## src/rtl/uart_pkg.sv

```systemverilog
// Shared UART line constants and transmitter state encoding.
// The receive path imports the same line-level constants.
package uart_pkg;

  localparam int unsigned DATA_BITS = 8;
  localparam logic LINE_IDLE = 1'b1;
  localparam logic START_BIT = 1'b0;
  localparam logic STOP_BIT  = 1'b1;

  typedef enum logic [2:0] {
    IDLE,
    START,
    DATA,
    PARITY,
    STOP
  } tx_state_t;

endpackage

```

## src/rtl/uart_tx_fifo.sv

```systemverilog
// Small synchronous first-word fall-through FIFO feeding the UART transmitter.
// A write into a full FIFO is still accepted when a read happens in the same cycle.
module uart_tx_fifo #(
  parameter int unsigned WIDTH = 8,
  parameter int unsigned DEPTH = 4
) (
  input  logic                   clk,
  input  logic                   rst,
  input  logic                   wr_en,
  input  logic [WIDTH-1:0]       din,
  input  logic                   rd_en,
  output logic [WIDTH-1:0]       dout,
  output logic [$clog2(DEPTH):0] count,
  output logic                   full,
  output logic                   empty
);

  localparam int unsigned AW = $clog2(DEPTH);
  localparam int unsigned CW = AW + 1;

  logic [WIDTH-1:0] mem [DEPTH];
  logic [AW-1:0]    wr_ptr;
  logic [AW-1:0]    rd_ptr;
  logic             wr_do;
  logic             rd_do;

  assign full  = (count == CW'(DEPTH));
  assign empty = (count == '0);
  assign rd_do = rd_en & ~empty;
  assign wr_do = wr_en & (~full | rd_do);
  assign dout  = mem[rd_ptr];

  // Storage carries no reset; only pointers and count define validity.
  always_ff @(posedge clk) begin
    if (wr_do) begin
      mem[wr_ptr] <= din;
    end
  end

  always_ff @(posedge clk) begin
    if (rst) begin
      wr_ptr <= '0;
      rd_ptr <= '0;
      count  <= '0;
    end else begin
      if (wr_do) begin
        wr_ptr <= wr_ptr + AW'(1);
      end
      if (rd_do) begin
        rd_ptr <= rd_ptr + AW'(1);
      end
      case ({wr_do, rd_do})
        2'b10:   count <= count + CW'(1);
        2'b01:   count <= count - CW'(1);
        default: count <= count;
      endcase
    end
  end

endmodule

```

## src/rtl/uart_tx_buffered.sv

```systemverilog
// Buffered UART transmitter: bytes queue in a FIFO and leave as 8N1 frames,
// optionally with an even-parity bit, back to back with no idle gap.
module uart_tx_buffered
  import uart_pkg::*;
#(
  parameter int unsigned CLKS_PER_BIT = 1,
  parameter int unsigned FIFO_DEPTH   = 4,
  parameter int unsigned PARITY_EN    = 0
) (
  input  logic                 clk,
  input  logic                 rst,
  input  logic [DATA_BITS-1:0] din,
  input  logic                 wr_en,
  output logic                 full,
  output logic                 overflow,
  output logic                 tx_data,
  output logic                 busy,
  output logic                 tx_done
);

  localparam int unsigned TW = $clog2(CLKS_PER_BIT) + 1;
  localparam int unsigned CW = $clog2(FIFO_DEPTH) + 1;
  localparam int unsigned IW = $clog2(DATA_BITS);
  localparam logic [TW-1:0] T_LAST = TW'(CLKS_PER_BIT - 1);
  localparam logic [TW-1:0] T_PRE  = TW'(CLKS_PER_BIT - 2);
  localparam logic [IW-1:0] I_LAST = IW'(DATA_BITS - 1);
  localparam logic DONE_ON_ENTRY   = (CLKS_PER_BIT == 1);
  localparam logic MULTI_CYCLE     = (CLKS_PER_BIT > 1);

  tx_state_t            state;
  logic [TW-1:0]        timer;
  logic [IW-1:0]        idx;
  logic [DATA_BITS-1:0] sh;
  logic [DATA_BITS-1:0] fifo_dout;
  logic [CW-1:0]        fifo_count;
  logic                 fifo_empty;
  logic                 bit_end;
  logic                 pop;

  uart_tx_fifo #(
    .WIDTH (DATA_BITS),
    .DEPTH (FIFO_DEPTH)
  ) u_fifo (
    .clk   (clk),
    .rst   (rst),
    .wr_en (wr_en),
    .din   (din),
    .rd_en (pop),
    .dout  (fifo_dout),
    .count (fifo_count),
    .full  (full),
    .empty (fifo_empty)
  );

  assign bit_end = (timer == T_LAST);
  assign busy    = (state != IDLE) | (fifo_count != '0);

  // Pop when idle, or on the final stop-bit cycle so the next start bit follows directly.
  always_comb begin
    pop = 1'b0;
    if (!fifo_empty) begin
      if (state == IDLE) begin
        pop = 1'b1;
      end else if (state == STOP && bit_end) begin
        pop = 1'b1;
      end
    end
  end

  always_ff @(posedge clk) begin
    if (rst) begin
      state    <= IDLE;
      timer    <= '0;
      idx      <= '0;
      sh       <= '0;
      tx_data  <= LINE_IDLE;
      tx_done  <= 1'b0;
      overflow <= 1'b0;
    end else begin
      tx_done <= 1'b0;
      if (wr_en && full && !pop) begin
        overflow <= 1'b1;
      end
      case (state)
        IDLE: begin
          timer   <= '0;
          tx_data <= LINE_IDLE;
          if (pop) begin
            sh      <= fifo_dout;
            state   <= START;
            tx_data <= START_BIT;
          end
        end
        START: begin
          if (bit_end) begin
            timer   <= '0;
            idx     <= '0;
            state   <= DATA;
            tx_data <= sh[0];
          end else begin
            timer <= timer + TW'(1);
          end
        end
        DATA: begin
          if (bit_end) begin
            timer <= '0;
            if (idx == I_LAST) begin
              if (PARITY_EN != 0) begin
                state   <= PARITY;
                tx_data <= ^sh;
              end else begin
                state   <= STOP;
                tx_data <= STOP_BIT;
                tx_done <= DONE_ON_ENTRY;
              end
            end else begin
              idx     <= idx + IW'(1);
              tx_data <= sh[idx + IW'(1)];
            end
          end else begin
            timer <= timer + TW'(1);
          end
        end
        PARITY: begin
          if (bit_end) begin
            timer   <= '0;
            state   <= STOP;
            tx_data <= STOP_BIT;
            tx_done <= DONE_ON_ENTRY;
          end else begin
            timer <= timer + TW'(1);
          end
        end
        STOP: begin
          if (bit_end) begin
            timer <= '0;
            if (pop) begin
              sh      <= fifo_dout;
              state   <= START;
              tx_data <= START_BIT;
            end else begin
              state   <= IDLE;
              tx_data <= LINE_IDLE;
            end
          end else begin
            timer   <= timer + TW'(1);
            // Registered pulse must land in the last stop cycle, so raise it one cycle early.
            tx_done <= MULTI_CYCLE && (timer == T_PRE);
          end
        end
        default: begin
          state   <= IDLE;
          tx_data <= LINE_IDLE;
        end
      endcase
    end
  end

endmodule

```

## config.mk

```make
export PLATFORM = sky130hd
export DESIGN_NAME = uart_tx_buffered
export DESIGN_NICKNAME = d
export VERILOG_FILES = /design/src/rtl/uart_pkg.sv /design/src/rtl/uart_tx_fifo.sv /design/src/rtl/uart_tx_buffered.sv
export SDC_FILE = /design/constraint.sdc
export NUM_CORES = 1
export LEC_CHECK = 0
export CAP_MARGIN = 15
export CORE_MARGIN = 8
export CORE_UTILIZATION = 46
export CTS_CLUSTER_SIZE = 20
export DETAILED_ROUTE_END_ITERATION = 8
export SLEW_MARGIN = 10
export SYNTH_ARGS = -nofsm -noshare
export SYNTH_HDL_FRONTEND = slang
export SYNTH_SLANG_ARGS = --single-unit
```

## constraint.sdc

```tcl
create_clock -name clk -period 2.9 [get_ports clk]
set_clock_uncertainty 0.05 [all_clocks]
set_input_delay 0.58 -clock clk [delete_from_list [all_inputs] [get_ports clk]]
set_output_delay 0.58 -clock clk [all_outputs]
set_load 0.01 [all_outputs]
```

After elaboration in Yosys (flattened, before gate mapping)
Memories as Yosys holds them, arrays and structs flattened. A register that Yosys moved wholly into a read port is not among the register bits.
Index checks and enable logic that the tools add are counted.
{"block": "totals", "reg_bits": 25, "ramBits": 32, "in_bits": 11, "output_inout_bits": 5, "mem_count": 1}
{"memory": "u_fifo.mem", "words": 4, "word_bits": 8, "rd": 1, "rd_ports_with_merged_regs": 1, "write_ports": 1, "line_no": "uart_tx_fifo.sv:21", "rtl": "logic [WIDTH-1:0] mem [DEPTH];"}
{"block": "op_classes", "n_addsub": 6, "order_cmp": 1, "eq_ne": 15, "muxes": 38, "n_bitwise": 7, "reduce_logical": 17}
{"cell": "3-bit 2-to-1 mux", "count": 9}
{"cell": "1-bit 2-to-1 mux", "count": 17}
{"cell": "8-bit 2-to-1 mux", "count": 2}
{"cell": "8-bit case mux with 2 select lines", "count": 1}
{"cell": "3-bit case mux with 5 select lines", "count": 1}
{"cell": "2-bit != test, second input constant", "count": 7}
{"cell": "3-bit case mux with 2 select lines", "count": 2}
{"cell": "3-bit equality test, second input constant", "count": 3}
{"cell": "4-bit AND reduction", "count": 2}
{"cell": "2-bit nonzero test", "count": 4}
{"cell": "3-bit by 1-bit adder with 3-bit output, second input constant", "count": 2}
{"cell": "3-bit by 2-bit equality test with 1-bit output, second input constant", "count": 2}
{"cell": "3-bit logical NOT", "count": 2}
{"cell": "6-bit AND reduction", "count": 1}
{"cell": "3-bit nonzero test", "count": 2}
{"cell": "1-bit case mux with 5 select lines", "count": 1}
{"cell": "2-bit by 1-bit adder with 2-bit output, second input constant", "count": 2}
{"cell": "3-bit by 4-bit less-than comparator with 1-bit output, second input constant", "count": 1}
{"cell": "2-bit 2-to-1 mux", "count": 2}
{"cell": "1-bit case mux with 2 select lines", "count": 2}
{"cell": "4-bit OR reduction", "count": 1}
{"cell": "1-bit binary-select mux with 3-bit select", "count": 1}
{"cell": "3-bit by 1-bit equality test with 1-bit output, second input constant", "count": 1}
{"cell": "1-bit logical AND", "count": 3}
{"cell": "other kinds (9)", "count": 13}

Longest topological paths before layout
{"block": "logic_depth", "ltp_word": 10, "depth_mapped": 8}

Cells and area by module
A second synthesis with hierarchy kept.
{"block": "hier_totals", "cells_unflattened": 185, "hier_area_um2": 2418.6}
{"mod": "uart_tx_fifo", "instances": 1, "cells_per_inst": 96, "area_each_um2": 1645.3, "seq_area_each_um2": 1141.1}
{"mod": "uart_tx_buffered", "instances": 1, "cells_per_inst": 89, "area_each_um2": 773.2, "seq_area_each_um2": 340.3}

Worst setup path before layout
Ideal clock, no wire load.
{"block": "synth_timing", "kind": "register to register", "start": "register u_fifo.count[0]", "end": "register u_fifo.count[2]", "arrival_time_ps": 2020, "required_time_ps": 2780, "slack_ps": 760, "stages_incl_launch_ff": 8, "path_buffers": 0, "period_less_slack_ps": 2140, "cell_sequence": "dfxtp_1 -> nor3_1 -> or3_4 -> fa_1 -> or4b_1 -> or3_1 -> o21a_1 -> a21oi_1"}
{"block": "synth_between", "elab_chain_cells": 7, "elab_cells_between_ends": 14, "classes_between": "2 x add/sub; 3 x eq/ne; 2 x mux; 5 x bitwise; 2 x reduce/logical"}
{"item": "start, declared", "line_no": "uart_tx_fifo.sv:13", "rtl": "output logic [$clog2(DEPTH):0] count,"}
{"item": "start signal, assigned", "line_no": "uart_tx_fifo.sv:53", "rtl": "2'b10: count <= count + CW'(1);"}
{"item": "start signal, assigned", "line_no": "uart_tx_fifo.sv:54", "rtl": "2'b01: count <= count - CW'(1);"}
{"item": "start signal, assigned", "line_no": "uart_tx_fifo.sv:55", "rtl": "default: count <= count;"}
{"item": "3-bit logical NOT", "line_no": "uart_tx_fifo.sv:28", "rtl": "assign empty = (count == '0);"}
{"item": "1-bit 2-to-1 mux or 1-bit NOT (tied branches)", "line_no": "uart_tx_buffered.sv:61, uart_tx_fifo.sv:29"}
{"item": "1-bit AND", "line_no": "uart_tx_fifo.sv:29", "rtl": "assign rd_do = rd_en & ~empty;"}
{"item": "1-bit OR", "line_no": "uart_tx_fifo.sv:30", "rtl": "assign wr_do = wr_en & (~full | rd_do);"}
{"item": "1-bit AND", "line_no": "uart_tx_fifo.sv:30"}
{"item": "2-bit by 1-bit equality test with 1-bit output or 2-bit equality test (tied branches)", "line_no": "uart_tx_fifo.sv:52", "rtl": "case ({wr_do, rd_do})"}
{"item": "3-bit case mux with 2 select lines or 2-bit nonzero test (tied branches)"}
Parallel ways exist; a longest one is shown, timed or not.
A chain may end at the register's enable or synchronous reset.

Worst setup path after layout
{"block": "layout_timing", "start": "register u_fifo.count[2]", "end": "output full"}
{"block": "layout_between", "elab_chain_cells": 1}
{"item": "3-bit equality test", "line_no": "uart_tx_fifo.sv:27", "rtl": "assign full = (count == CW'(DEPTH));"}
{"item": "end, declared", "line_no": "uart_tx_buffered.sv:14", "rtl": "output logic full,"}
No other way between the ends.

==> flow_summary.toml <==
[clock_tree]
clk_pin_slew_worst_paths_ns = 0.06
insertion_delay_ns = 0.33
ctsResizeCount = 0
postCtsSetupRepairBufs = 0
htree_num_levels = 3
cts-root-buf = "clkbuf_8"
cts_hold_buffers = 0
clockBufferDepth = 2
cts_num_sinks = 58
cts-buffers-inserted = 9
tritoncts = "done"

[global_routing]
overflow = 0
grt_pass1_wl_um = 6690
grt_use_total = 0.118
grt_pass1_vias = 1456
grt_start_max_net_pins = 20
antenna_found_initial = 0

[cells_and_area]
diodes = 0
final_cell_mix = "edfxtp_1 (32), dfxtp_1 (26), nor2_1 (17), nand2_1 (17), clkdlybuf4s50_1 (15)"
fin_area_sq_um = 2790
final_common_cell = "edfxtp_1"
final_nets = 218
drive_above_1_share = 0.166
syn2layout_area_growth_pct = 16.4

[synth]
syn_area_sq_um = 2400
synthCells = 179
synth_edf_count = 32
syn-mean-instance-area_sq_um = 13.4
yosysUniqueCellTypes = 40
postSynthNetCount = 197
synth_ff_type = "edfxtp_1"
synth-async-reset-ratio = 0
synth_top_area_cell = "edfxtp_1"
yosys_warnings = 0
synth.area.top_cells = "edfxtp_1 (40%), dfxtp_1 (22%), mux4_2 (8.5%)"
synth_top_area_frac = 0.401
ys_seq_area_frac = 0.618
synth-seq-cells = 58

[route]
vias_per_cell = 5.10
wl_met3_um = 191
num_vias = 1402
wl_met2_um = 1870
ant_nets = 0
wl_met1_um = 1740
first_pass_iters = 4
top_layer_used = "met4"
drt-initial-drc-count = 50
routed_wl_um = 3920
wire_per_inst_um = 14.3
drc_errors = 0

[worst_setup_path]
rr_endpoint = "u_fifo.count[2]"
max_stage_delay_ns = 0.53
worstPathRequired_ns = 2.27
reg2regPathDepth = 7
critPathMaxFanout = 5
arrival_ns = 1.85
end_kind = "primary output"
r2r_start = "state[1]"
critical_path_class = "reg2out"
path_buf_inv = 2
reg2reg_slack_ns = 0.56
path_cells = "or3b_2, inv_1, clkdlybuf4s50_1"
path_delay_family = "buffers and inverters"
slowest_stage = "clkdlybuf4s50_1"
crit_path_start_kind = "register"

[floorplan]
initial_core_util = 0.472
dieArea_sq_um = 7770
rows = 26
chipHeight_um = 88.2
die_width_um = 88.2
num_io_pins = 16
core-area_sq_um = 5070

[sta]
finalSetupViolCount = 0
period_needed_ns = 2.48
fin_crit_sh = 0.854
clock.fmax_ghz = 0.404
hold_viol = 0
finalSetupTns_ns = 0
slew_violations = 0
tightestPinTransition_ns = 0.562
rsz0062_at_grt = "false"
slew_headroom = 0.625
holdWs_ns = 0.409

[min_path]
hold_path_class = "reg2reg"
whs_path_depth = 2
worstHoldEndpoint = "sh[3]"
worstHoldStart = "sh[3]"

[placement]
gp_congestion = 0.725
hpwl_um = 2770
place_area_sq_um = 2620
portBuffers = 15

[power]
p_leak_nw = 0.961
p_total_w = 0.00244
ir_worst_vdd_mv = 0.518
powerDensity_nw_per_um2 = 877

[status]
outcome = "complete, no violations"

[run]
cap_violations = 0
## per-stage QoR
| step | utilization | setup slack, ns | std cells |
|---|---|---|---|
| detailed placement | 0.516 | 0.254 | 259 |
| CTS | 0.550 | 0.411 | 275 |
| finish | 0.550 | 0.424 | 275 |
| global placement | 0.516 | 0.371 | 259 |
| global route | 0.550 | 0.358 | 275 |
| floorplan | - | 0.760 | 179 |
## worst max-delay path by stage
stage          depth (start not counted)       startpoint         endpoint
6_report                               3  u_fifo.count[2]             full
5_1_grt                                3  u_fifo.count[2]             full
4_1_cts                                3  u_fifo.count[2]             full
3_5_place_dp                           7            wr_en  u_fifo.count[2]
3_3_place_gp                           7            wr_en  u_fifo.count[2]
2_1_floorplan                          7  u_fifo.count[0]  u_fifo.count[2]
## cell type report
cell class / instances / area [sq um]
clock buffers: 9 / 124
clock inverters: 7 / 46.3
fillers: 454 / 2290
inverters: 5 / 18.8
multi-input cells: 109 / 866
flip-flops and latches: 58 / 1480
well taps: 70 / 87.6
repair buffers: 17 / 165
## metal layers
layer | up-vias | GRT usage
li1 | 690 | -
met1 | 674 | 0.133
met2 | 25 | 0.180
met3 | 13 | 0.0535
met4 | 0 | 0.0691
met5 | - | 0
## state kept, by name (all words and copies together) (netlist names), named ones only
name	count
tx_data	1
sh	8
state	3
idx	3
u_fifo.count	3
u_fifo.rd_ptr	2
u_fifo.mem	32
overflow	1
u_fifo.wr_ptr	2
tx_done	1
## worst reg2reg max path: cells and delay by family (launching register included)
family	cells	cell delay, ns
flops	1	0.46
fa+ha+maj	1	0.18
simple gates	4	1.36
compound gates	2	0.22
## cell families (layout without fill, tap and decap cells)
family          Yosys count  count (layout)  share of synthesized area
simple gates             63              63                      0.139
compound gates           19              19                     0.0491
fa+ha+maj                 7               7                     0.0397
xor+xnor                  3               3                     0.0110
flops                    58              58                      0.618
buf+inv                  12              38                     0.0204
mux                      17              17                      0.122
## synthesized netlist by cell type, types with 2 or more instances
master and n:
nor3b_1 2, dfxtp_1 26, and2_1 6, nand3b_1 2, ha_1 6, o21a_1 3, clkbuf_1 3, edfxtp_1 32
a21oi_1 10, inv_1 5, nand2b_1 2, nor4b_1 2, nand2_1 17, nor3_1 2, nor2_1 17, or3b_2 2
mux4_2 9, xnor2_1 3, nand3_1 2, buf_2 2, mux2_4 2, mux2i_1 6
## power by group
| part | internal [W] | switching [W] | leakage [nW] |
|---|---|---|---|
| logic | 0.000358 | 0.000346 | 0.372 |
| registers | 0.00101 | 0.000116 | 0.506 |
| clock network | 0.000305 | 0.000310 | 0.0826 |
(Power assumes the default switching activity.)
